==> config.mk <==
export PLATFORM = sky130hd
export DESIGN_NAME = div_share_arbiter
export DESIGN_NICKNAME = d
export VERILOG_FILES = /design/src/rtl/div_share_arbiter.sv
export SDC_FILE = /design/constraint.sdc
export NUM_CORES = 1
export LEC_CHECK = 0
export CORE_MARGIN = 1
export CORE_UTILIZATION = 43
export DETAILED_ROUTE_END_ITERATION = 6
export GPL_TIMING_DRIVEN = 0
export MAX_ROUTING_LAYER = met4
export PLACE_DENSITY = 0.95
export SYNTH_ARGS = -nofsm -noshare
export SYNTH_HDL_FRONTEND = slang
export SYNTH_SLANG_ARGS = --single-unit
==> constraint.sdc <==
create_clock -name clk -period 7.8 [get_ports clk]
set_clock_uncertainty 0.05 [all_clocks]
set_input_delay 1.56 -clock clk [delete_from_list [all_inputs] [get_ports clk]]
set_output_delay 1.56 -clock clk [all_outputs]
set_load 0.01 [all_outputs]
==> src/rtl/div_share_arbiter.sv <==
// Round-robin front end that shares one start/valid divider core among N_REQ clients.
// Divide-by-zero is answered locally; a core that never answers is released by a timeout.
//
// state | meaning
// IDLE  | waiting for a request; req_ready offered to the round-robin winner
// ISSUE | operands held on div_dividend/div_divisor, div_start pulsed
// WAIT  | counting cycles until div_valid or timeout
// RESP  | response held on rsp_* until rsp_ready
module div_share_arbiter #(
  parameter int N_REQ   = 4,
  parameter int WIDTH   = 16,
  parameter int TIMEOUT = 64
) (
  input  logic                       clk,
  input  logic                       rst,
  input  logic [N_REQ-1:0]           req_valid,
  output logic [N_REQ-1:0]           req_ready,
  input  logic [N_REQ*WIDTH-1:0]     req_dividend,
  input  logic [N_REQ*WIDTH-1:0]     req_divisor,
  output logic                       div_start,
  output logic [WIDTH-1:0]           div_dividend,
  output logic [WIDTH-1:0]           div_divisor,
  input  logic [WIDTH-1:0]           div_quotient,
  input  logic [WIDTH-1:0]           div_remainder,
  input  logic                       div_valid,
  output logic                       rsp_valid,
  input  logic                       rsp_ready,
  output logic [$clog2(N_REQ)-1:0]   rsp_id,
  output logic [WIDTH-1:0]           rsp_quotient,
  output logic [WIDTH-1:0]           rsp_remainder,
  output logic                       rsp_div0,
  output logic                       rsp_timeout,
  output logic                       busy
);

  localparam int IDW = $clog2(N_REQ);
  localparam int CW  = $clog2(TIMEOUT);

  typedef enum logic [1:0] {S_IDLE, S_ISSUE, S_WAIT, S_RESP} state_t;

  state_t           state_q, state_d;
  logic [IDW-1:0]   rr_ptr_q, rr_ptr_d;
  logic [CW-1:0]    cnt_q, cnt_d;
  logic [IDW-1:0]   id_q, id_d;
  logic [WIDTH-1:0] dividend_q, dividend_d;
  logic [WIDTH-1:0] divisor_q, divisor_d;
  logic [WIDTH-1:0] quot_q, quot_d;
  logic [WIDTH-1:0] rem_q, rem_d;
  logic             div0_q, div0_d;
  logic             tmo_q, tmo_d;

  logic             grant_found;
  logic [IDW-1:0]   grant_idx;
  logic [IDW-1:0]   rr_next;
  logic [WIDTH-1:0] sel_dividend;
  logic [WIDTH-1:0] sel_divisor;
  logic             accept;

  // Winner search starts at rr_ptr and wraps, so N_REQ need not be a power of two.
  always_comb begin
    int cand;
    cand        = 0;
    grant_found = 1'b0;
    grant_idx   = '0;
    for (int k = 0; k < N_REQ; k++) begin
      cand = (int'(rr_ptr_q) + k) % N_REQ;
      if (!grant_found && req_valid[IDW'(cand)]) begin
        grant_found = 1'b1;
        grant_idx   = IDW'(cand);
      end
    end
  end

  always_comb begin
    sel_dividend = '0;
    sel_divisor  = '0;
    for (int k = 0; k < N_REQ; k++) begin
      if (IDW'(k) == grant_idx) begin
        sel_dividend = req_dividend[k*WIDTH +: WIDTH];
        sel_divisor  = req_divisor[k*WIDTH +: WIDTH];
      end
    end
  end

  assign rr_next = (grant_idx == IDW'(N_REQ-1)) ? '0 : grant_idx + IDW'(1);
  assign accept  = (state_q == S_IDLE) && grant_found;

  always_ff @(posedge clk) begin
    if (rst) begin
      state_q    <= S_IDLE;
      rr_ptr_q   <= '0;
      cnt_q      <= '0;
      id_q       <= '0;
      dividend_q <= '0;
      divisor_q  <= '0;
      quot_q     <= '0;
      rem_q      <= '0;
      div0_q     <= 1'b0;
      tmo_q      <= 1'b0;
    end else begin
      state_q    <= state_d;
      rr_ptr_q   <= rr_ptr_d;
      cnt_q      <= cnt_d;
      id_q       <= id_d;
      dividend_q <= dividend_d;
      divisor_q  <= divisor_d;
      quot_q     <= quot_d;
      rem_q      <= rem_d;
      div0_q     <= div0_d;
      tmo_q      <= tmo_d;
    end
  end

  always_comb begin
    state_d    = state_q;
    rr_ptr_d   = rr_ptr_q;
    cnt_d      = cnt_q;
    id_d       = id_q;
    dividend_d = dividend_q;
    divisor_d  = divisor_q;
    quot_d     = quot_q;
    rem_d      = rem_q;
    div0_d     = div0_q;
    tmo_d      = tmo_q;
    case (state_q)
      S_IDLE: begin
        if (accept) begin
          rr_ptr_d   = rr_next;
          id_d       = grant_idx;
          dividend_d = sel_dividend;
          divisor_d  = sel_divisor;
          tmo_d      = 1'b0;
          if (sel_divisor == '0) begin
            // Zero divisor never reaches the core: all-ones quotient, dividend as remainder.
            quot_d  = '1;
            rem_d   = sel_dividend;
            div0_d  = 1'b1;
            state_d = S_RESP;
          end else begin
            div0_d  = 1'b0;
            state_d = S_ISSUE;
          end
        end
      end
      S_ISSUE: begin
        cnt_d   = '0;
        state_d = S_WAIT;
      end
      S_WAIT: begin
        // A result arriving on the expiry cycle still wins over the timeout.
        if (div_valid) begin
          quot_d  = div_quotient;
          rem_d   = div_remainder;
          state_d = S_RESP;
        end else if (cnt_q == CW'(TIMEOUT-1)) begin
          quot_d  = '0;
          rem_d   = '0;
          tmo_d   = 1'b1;
          state_d = S_RESP;
        end else begin
          cnt_d = cnt_q + CW'(1);
        end
      end
      S_RESP: begin
        if (rsp_ready) state_d = S_IDLE;
      end
      default: state_d = S_IDLE;
    endcase
  end

  always_comb begin
    req_ready = '0;
    div_start = 1'b0;
    rsp_valid = 1'b0;
    busy      = 1'b1;
    case (state_q)
      S_IDLE: begin
        busy = 1'b0;
        if (grant_found) req_ready[grant_idx] = 1'b1;
      end
      S_ISSUE: div_start = 1'b1;
      S_RESP:  rsp_valid = 1'b1;
      default: ;
    endcase
  end

  assign div_dividend  = dividend_q;
  assign div_divisor   = divisor_q;
  assign rsp_id        = id_q;
  assign rsp_quotient  = quot_q;
  assign rsp_remainder = rem_q;
  assign rsp_div0      = div0_q;
  assign rsp_timeout   = tmo_q;

endmodule
==> results of run 1 <==
==> kinds of logic after synthesis <==
logic type               Yosys count  synth area share
multiplexers                       2           0.00432
XOR/XNOR                           4           0.00757
adder cells (fa/ha/maj)            9            0.0243
flip-flops                        78             0.337
AND/OR/NAND/NOR                  238             0.229
buffers and inverters             69            0.0673
AO/OA/AOI/OAI                    205             0.330
==> layout make-up <==
type,instances,area (sq um)
diodes,1,2.50
well taps,136,170
multi-input cells,458,2760
clock buffers,11,141
flip-flops and latches,78,1560
plain buffers,59,274
inverters,10,37.5
fillers,797,2930
clock inverters,5,82.6
repair buffers,241,2410
==> power breakdown <==
group / leakage (nW) / internal, mW / switching (mW)
registers: 0.636 / 0.525 / 0.0861
clock network: 0.102 / 0.189 / 0.159
logic: 1.92 / 0.651 / 0.904
==> critical path, stage by stage <==
cell	delay, ps
clkdlybuf4s50_1	570
nand2b_1	140
a21oi_1	60
nor3_1	350
nand2_1	160
inv_1	100
ha_1	160
buf_2	240
buf_1	440
clkbuf_1	410
and3_1	220
clkdlybuf4s50_1	560
==> layer usage <==
layer,part of all wire,track usage,wire [microns],vias to the layer above
met4,0.038,0.147,718,0
li1,-,-,-,2760
met1,0.39,0.421,7450,2767
met2,0.48,0.542,9100,384
met3,0.096,0.0773,1830,67
met5,0,-,0,-
==> how the worst max path moves through the flow <==
stage	start	end	slack (ps)	cells after the start
2_1_floorplan	req_valid[2]	req_ready[3]	2870	8
6_report	req_valid[1]	req_ready[1]	1200	12
3_3_place_gp	req_valid[1]	req_ready[1]	1270	12
4_1_cts	req_valid[1]	req_ready[1]	1170	12
5_1_grt	req_valid[1]	req_ready[1]	950	12
3_5_place_dp	req_valid[1]	req_ready[1]	1190	12
==> registers in the layout (all words and copies together), names as in the netlist <==
signal,cells
cnt_q,6
div_dividend,16
div_divisor,16
rr_ptr_q,2
rsp_div0,1
rsp_id,2
rsp_quotient,16
rsp_remainder,16
rsp_timeout,1
state_q,2
==> synth_stat cells, types with 4 or more instances <==
library cell / number / area, sq um
o22ai_1: 24 / 150
a32oi_1: 16 / 140
a221oi_1: 11 / 96.3
nand2_1: 86 / 323
a221o_1: 16 / 160
nor3_1: 14 / 70.1
and3_1: 4 / 25.0
a211oi_1: 18 / 135
buf_6: 4 / 45.0
a21oi_1: 58 / 290
nor2b_1: 17 / 106
nand2b_1: 4 / 25.0
o211ai_1: 16 / 120
nor2_1: 92 / 345
a311oi_1: 18 / 158
inv_1: 9 / 33.8
or3_1: 4 / 25.0
buf_2: 6 / 30.0
clkbuf_1: 34 / 128
buf_1: 11 / 41.3
buf_4: 4 / 30.0
a221oi_2: 6 / 90.1
ha_1: 9 / 113
xor2_1: 4 / 35.0
o221ai_1: 15 / 131
dfxtp_1: 78 / 1560
==> cells in the final DEF, fill, tap and decap left out, types with 9 or more instances in the layout <==
cell type / n
clkdlybuf4s50_1: 241
nor2_1: 92
nand2_1: 86
dfxtp_1: 78
a21oi_1: 58
clkbuf_1: 35
o22ai_1: 24
a311oi_1: 18
a211oi_1: 18
nor2b_1: 17
o211ai_1: 16
a32oi_1: 16
a221o_1: 16
o221ai_1: 15
nor3_1: 14
buf_1: 11
a221oi_1: 11
clkbuf_8: 10
inv_1: 9
ha_1: 9
==> qor.yml, run 1 <==
ir_drop_mv: 0.212
whs_path_depth: 2
antenna_found_initial: 1
syn-mean-instance-area_sq_um: 7.65
place_area_sq_um: 7210
dpl.hpwl_microns: 14600
r2r_cells: 15
cts_inserted_buffers: 9
post_cts_buffers: 0
power.density_nw_per_um2: 338
routed_wl_microns: 19100
coreArea_sq_um: 10400
final_util: 0.717
start_util: 0.446
synth-seq-cells: 78
pin_count: 243
track_usage: 0.343
synth-edff-count: 0
timing_worst_setup_path_type: "input port to output port"
via_per_inst: 5.98
grt_pass1_vias: 5535
required_ps: 6190
worst_slack_ps: 1200
syn-num-nets: 782
dr_total_vias: 5978
die_area_sq_um: 11200
seq_area_frac_synth: 0.337
clk_path_buf_depth: 2
p_leak_nw: 2.65
clockRootBuffer: "clkbuf_8"
outcome: "complete, no violations"
cts_tree: "built"
syn_inst: 605
final.period_utilization: 0.847
cp.arrival_ps: 4990
hold_viol: 0
finalNetCount: 1034
drc: 0
rsz0062_at_grt: "false"
timing.critical_path.from_type: "input port"
rows: 37
reg2reg_slack_ps: 3830
grt_overflow: 0
worstSetupEndpointType: "output port"
hp-class: "register to register"
dr.pass1.iters: 5
syn_area_sq_um: 4630
drive_above_1_share: 0.0476
worst-path-max-fanout: 10
tightest_slew_ps: 703
dieHeight_microns: 106
cts_sinks: 78
clkTransAtPathRegs_ps: 80
synth-warning-count: 0
first_iter_violations: 414
timing.rr.end: "rsp_remainder[15]"
stdcell_area_sq_um: 7440
dp_slack_ps: 1190
synth.distinct_cells: 43
dp.cells: 982
numPortBuffers: 241
power_mw: 2.51
area_growth_pct: 60.7
clkLatencyLatePin_ps: 360
synth_ff_type: "dfxtp_1"
drv_slew: 0
grt_first_pass_wirelength_microns: 29100
ant_nets: 0
relSlewSlack: 0.530
wl_per_cell_microns: 19.1
die_x_microns: 106
setup_viol: 0
min_to: "div_divisor[8]"
fin_cells: 999
setup_tns_ps: 0
hold_slack_ps: 406
hp-start: "div_divisor[8]"
post-route-min-period_ps: 6600
cap_violations: 0
cts_resized: 0
htreeDepth: 3
grt_max_degree: 14
place.gp.congestion: 0.967
max_clock_freq_mhz: 151
r2r-start: "rr_ptr_q[1]"
ctsHoldBuffers: 0
async_reset_ff_frac: 0
(Power assumes the default switching activity.)
==> run 2, diff against run 1 <==
CORE_UTILIZATION = 40   (was 43)
PLACE_DENSITY = 0.92   (was 0.95)
clock period = 6.1 ns   (was 7.8 ns; I/O delays follow)
==> run 2 against run 1 <==
Sequential share of layout area shrank 0.20 points. Power grew 32%. Worst setup slack lost 970 ps. Non-clock buffer count shrank 1. Clock power grew 56%. Combinational power grew 28%. Die area grew 7.4%. Critical path depth shrank 2. Cell count is the same. Wire length shrank 0.38%. Via count grew 0.27%. Largest cell class unchanged. Highest routed layer unchanged.
==> qor.yml, run 2 (synthesis results as in run 1) <==
outcome: "complete, no violations"
p_leak_nw: 2.70
max_stage_delay_ps: 630
clkLatencyLatePin_ps: 330
worstSetupEndpointType: "output port"
wl_per_cell_microns: 19.0
relSlewSlack: 0.469
worst-path-max-fanout: 10
finalNetCount: 1033
dieHeight_microns: 110
antenna_found_initial: 0
setup_tns_ps: 0
dr_total_vias: 5994
tightest_slew_ps: 797
cts_inserted_buffers: 9
cp_top_family: "buffers and inverters"
timing.critical_path.from_type: "input port"
setup_viol: 0
clkTransAtPathRegs_ps: 60
place.gp.congestion: 1.02
pin_count: 243
die_x_microns: 110
drive_above_1_share: 0.0466
place_area_sq_um: 7220
grt_max_degree: 13
hp-class: "register to register"
dpl.hpwl_microns: 14800
rows: 38
start_util: 0.418
dp_slack_ps: 216
ant_nets: 0
hold_viol: 0
grt_first_pass_wirelength_microns: 28800
antenna_cells: 0
die_area_sq_um: 12000
drv_slew: 0
post_cts_buffers: 0
stdcell_area_sq_um: 7510
layout_common_cells: "241 x clkdlybuf4s50_1, 92 x nor2_1, 86 x nand2_1, 78 x dfxtp_1, 58 x a21oi_1"
rsz0062_at_grt: "false"
routed_wl_microns: 19000
coreArea_sq_um: 11100
grt_overflow: 0
worst_slack_ps: 227
drc: 0
htreeDepth: 3
fin_cells: 999
first_iter_violations: 487
grt_pass1_vias: 5578
power_mw: 3.33
layout_commonest_cell: "clkdlybuf4s50_1"
path_cells: "clkdlybuf4s50_1 > or4_1 > nand2_1 > inv_1 > ha_1 > inv_2 > clkbuf_1 > clkbuf_1 > nor2_1 > clkdlybuf4s50_1"
cts_sinks: 78
via_per_inst: 6.00
timing_worst_setup_path_type: "input port to output port"
post-route-min-period_ps: 5870
numPortBuffers: 241
dp.cells: 986
track_usage: 0.326
reg2reg_slack_ps: 2000
cp_num_buf_inv: 6
cp.arrival_ps: 4600
area_growth_pct: 62.2
cap_violations: 0
power.density_nw_per_um2: 443
final.period_utilization: 0.963
ir_drop_mv: 0.269
clk_path_buf_depth: 2
max_clock_freq_mhz: 170
cts_tree: "built"
slowest_stage: "or4_1"
dr.pass1.iters: 7
clockRootBuffer: "clkbuf_16"
required_ps: 4830
## run 2: worst reg2reg max path, cell delays in order, from the launching register on
cell and delay [ps]:
dfxtp_1 450, mux2i_1 230, nor2_1 60, nor3_1 290, nand2_1 170, inv_1 110, ha_1 160, clkbuf_1 390
nor2b_1 110, a221oi_1 530, o22ai_1 250, nor4_4 380, buf_4 250, a31o_2 260, buf_4 200, a211oi_1 80
## run 2: routing by layer
metal	routed length, microns	share of wire	GRT usage
met5	0	0	-
met3	1500	0.079	0.0415
met1	7430	0.39	0.383
met4	866	0.046	0.159
met2	9240	0.49	0.548
## run 2: what timing repair did
action / 4_1_cts / 5_1_grt
endpoints found under the hold margin: 0 / 0
hold buffers: 0 / 0
endpoints found under the setup margin: 0 / 1
resized for setup: 0 / 0
## run 2: worst paths after layout
path | start | end | cells after the start
worst min-delay path | div_divisor[10] | div_divisor[10] | 2
worst max register to register | rr_ptr_q[1] | rsp_remainder[8] | 15
worst min register to register | div_divisor[10] | div_divisor[10] | 2
worst max-delay path | req_valid[2] | req_ready[3] | 10
## run 2: report_power, final
part	total [mW]	internal, mW	leakage [nW]	switching [mW]
clock	0.544	0.336	0.148	0.208
sequential	0.780	0.672	0.636	0.108
combinational	2.00	0.829	1.91	1.17
total	3.33	1.84	2.70	1.49
## run 2: area by class of cell
cell class,instances,area (sq um)
fillers,940,3570
well taps,140,175
flip-flops and latches,78,1560
clock inverters,3,43.8
plain buffers,58,270
clock buffers,11,253
repair buffers,241,2410
multi-input cells,458,2760
inverters,10,37.5
## run 2: through the flow
step	utilization	hold WS [ps]
CTS	0.678	407
finish	0.678	404
global route	0.678	420
detailed placement	0.651	399
floorplan	-	399
global placement	0.651	392
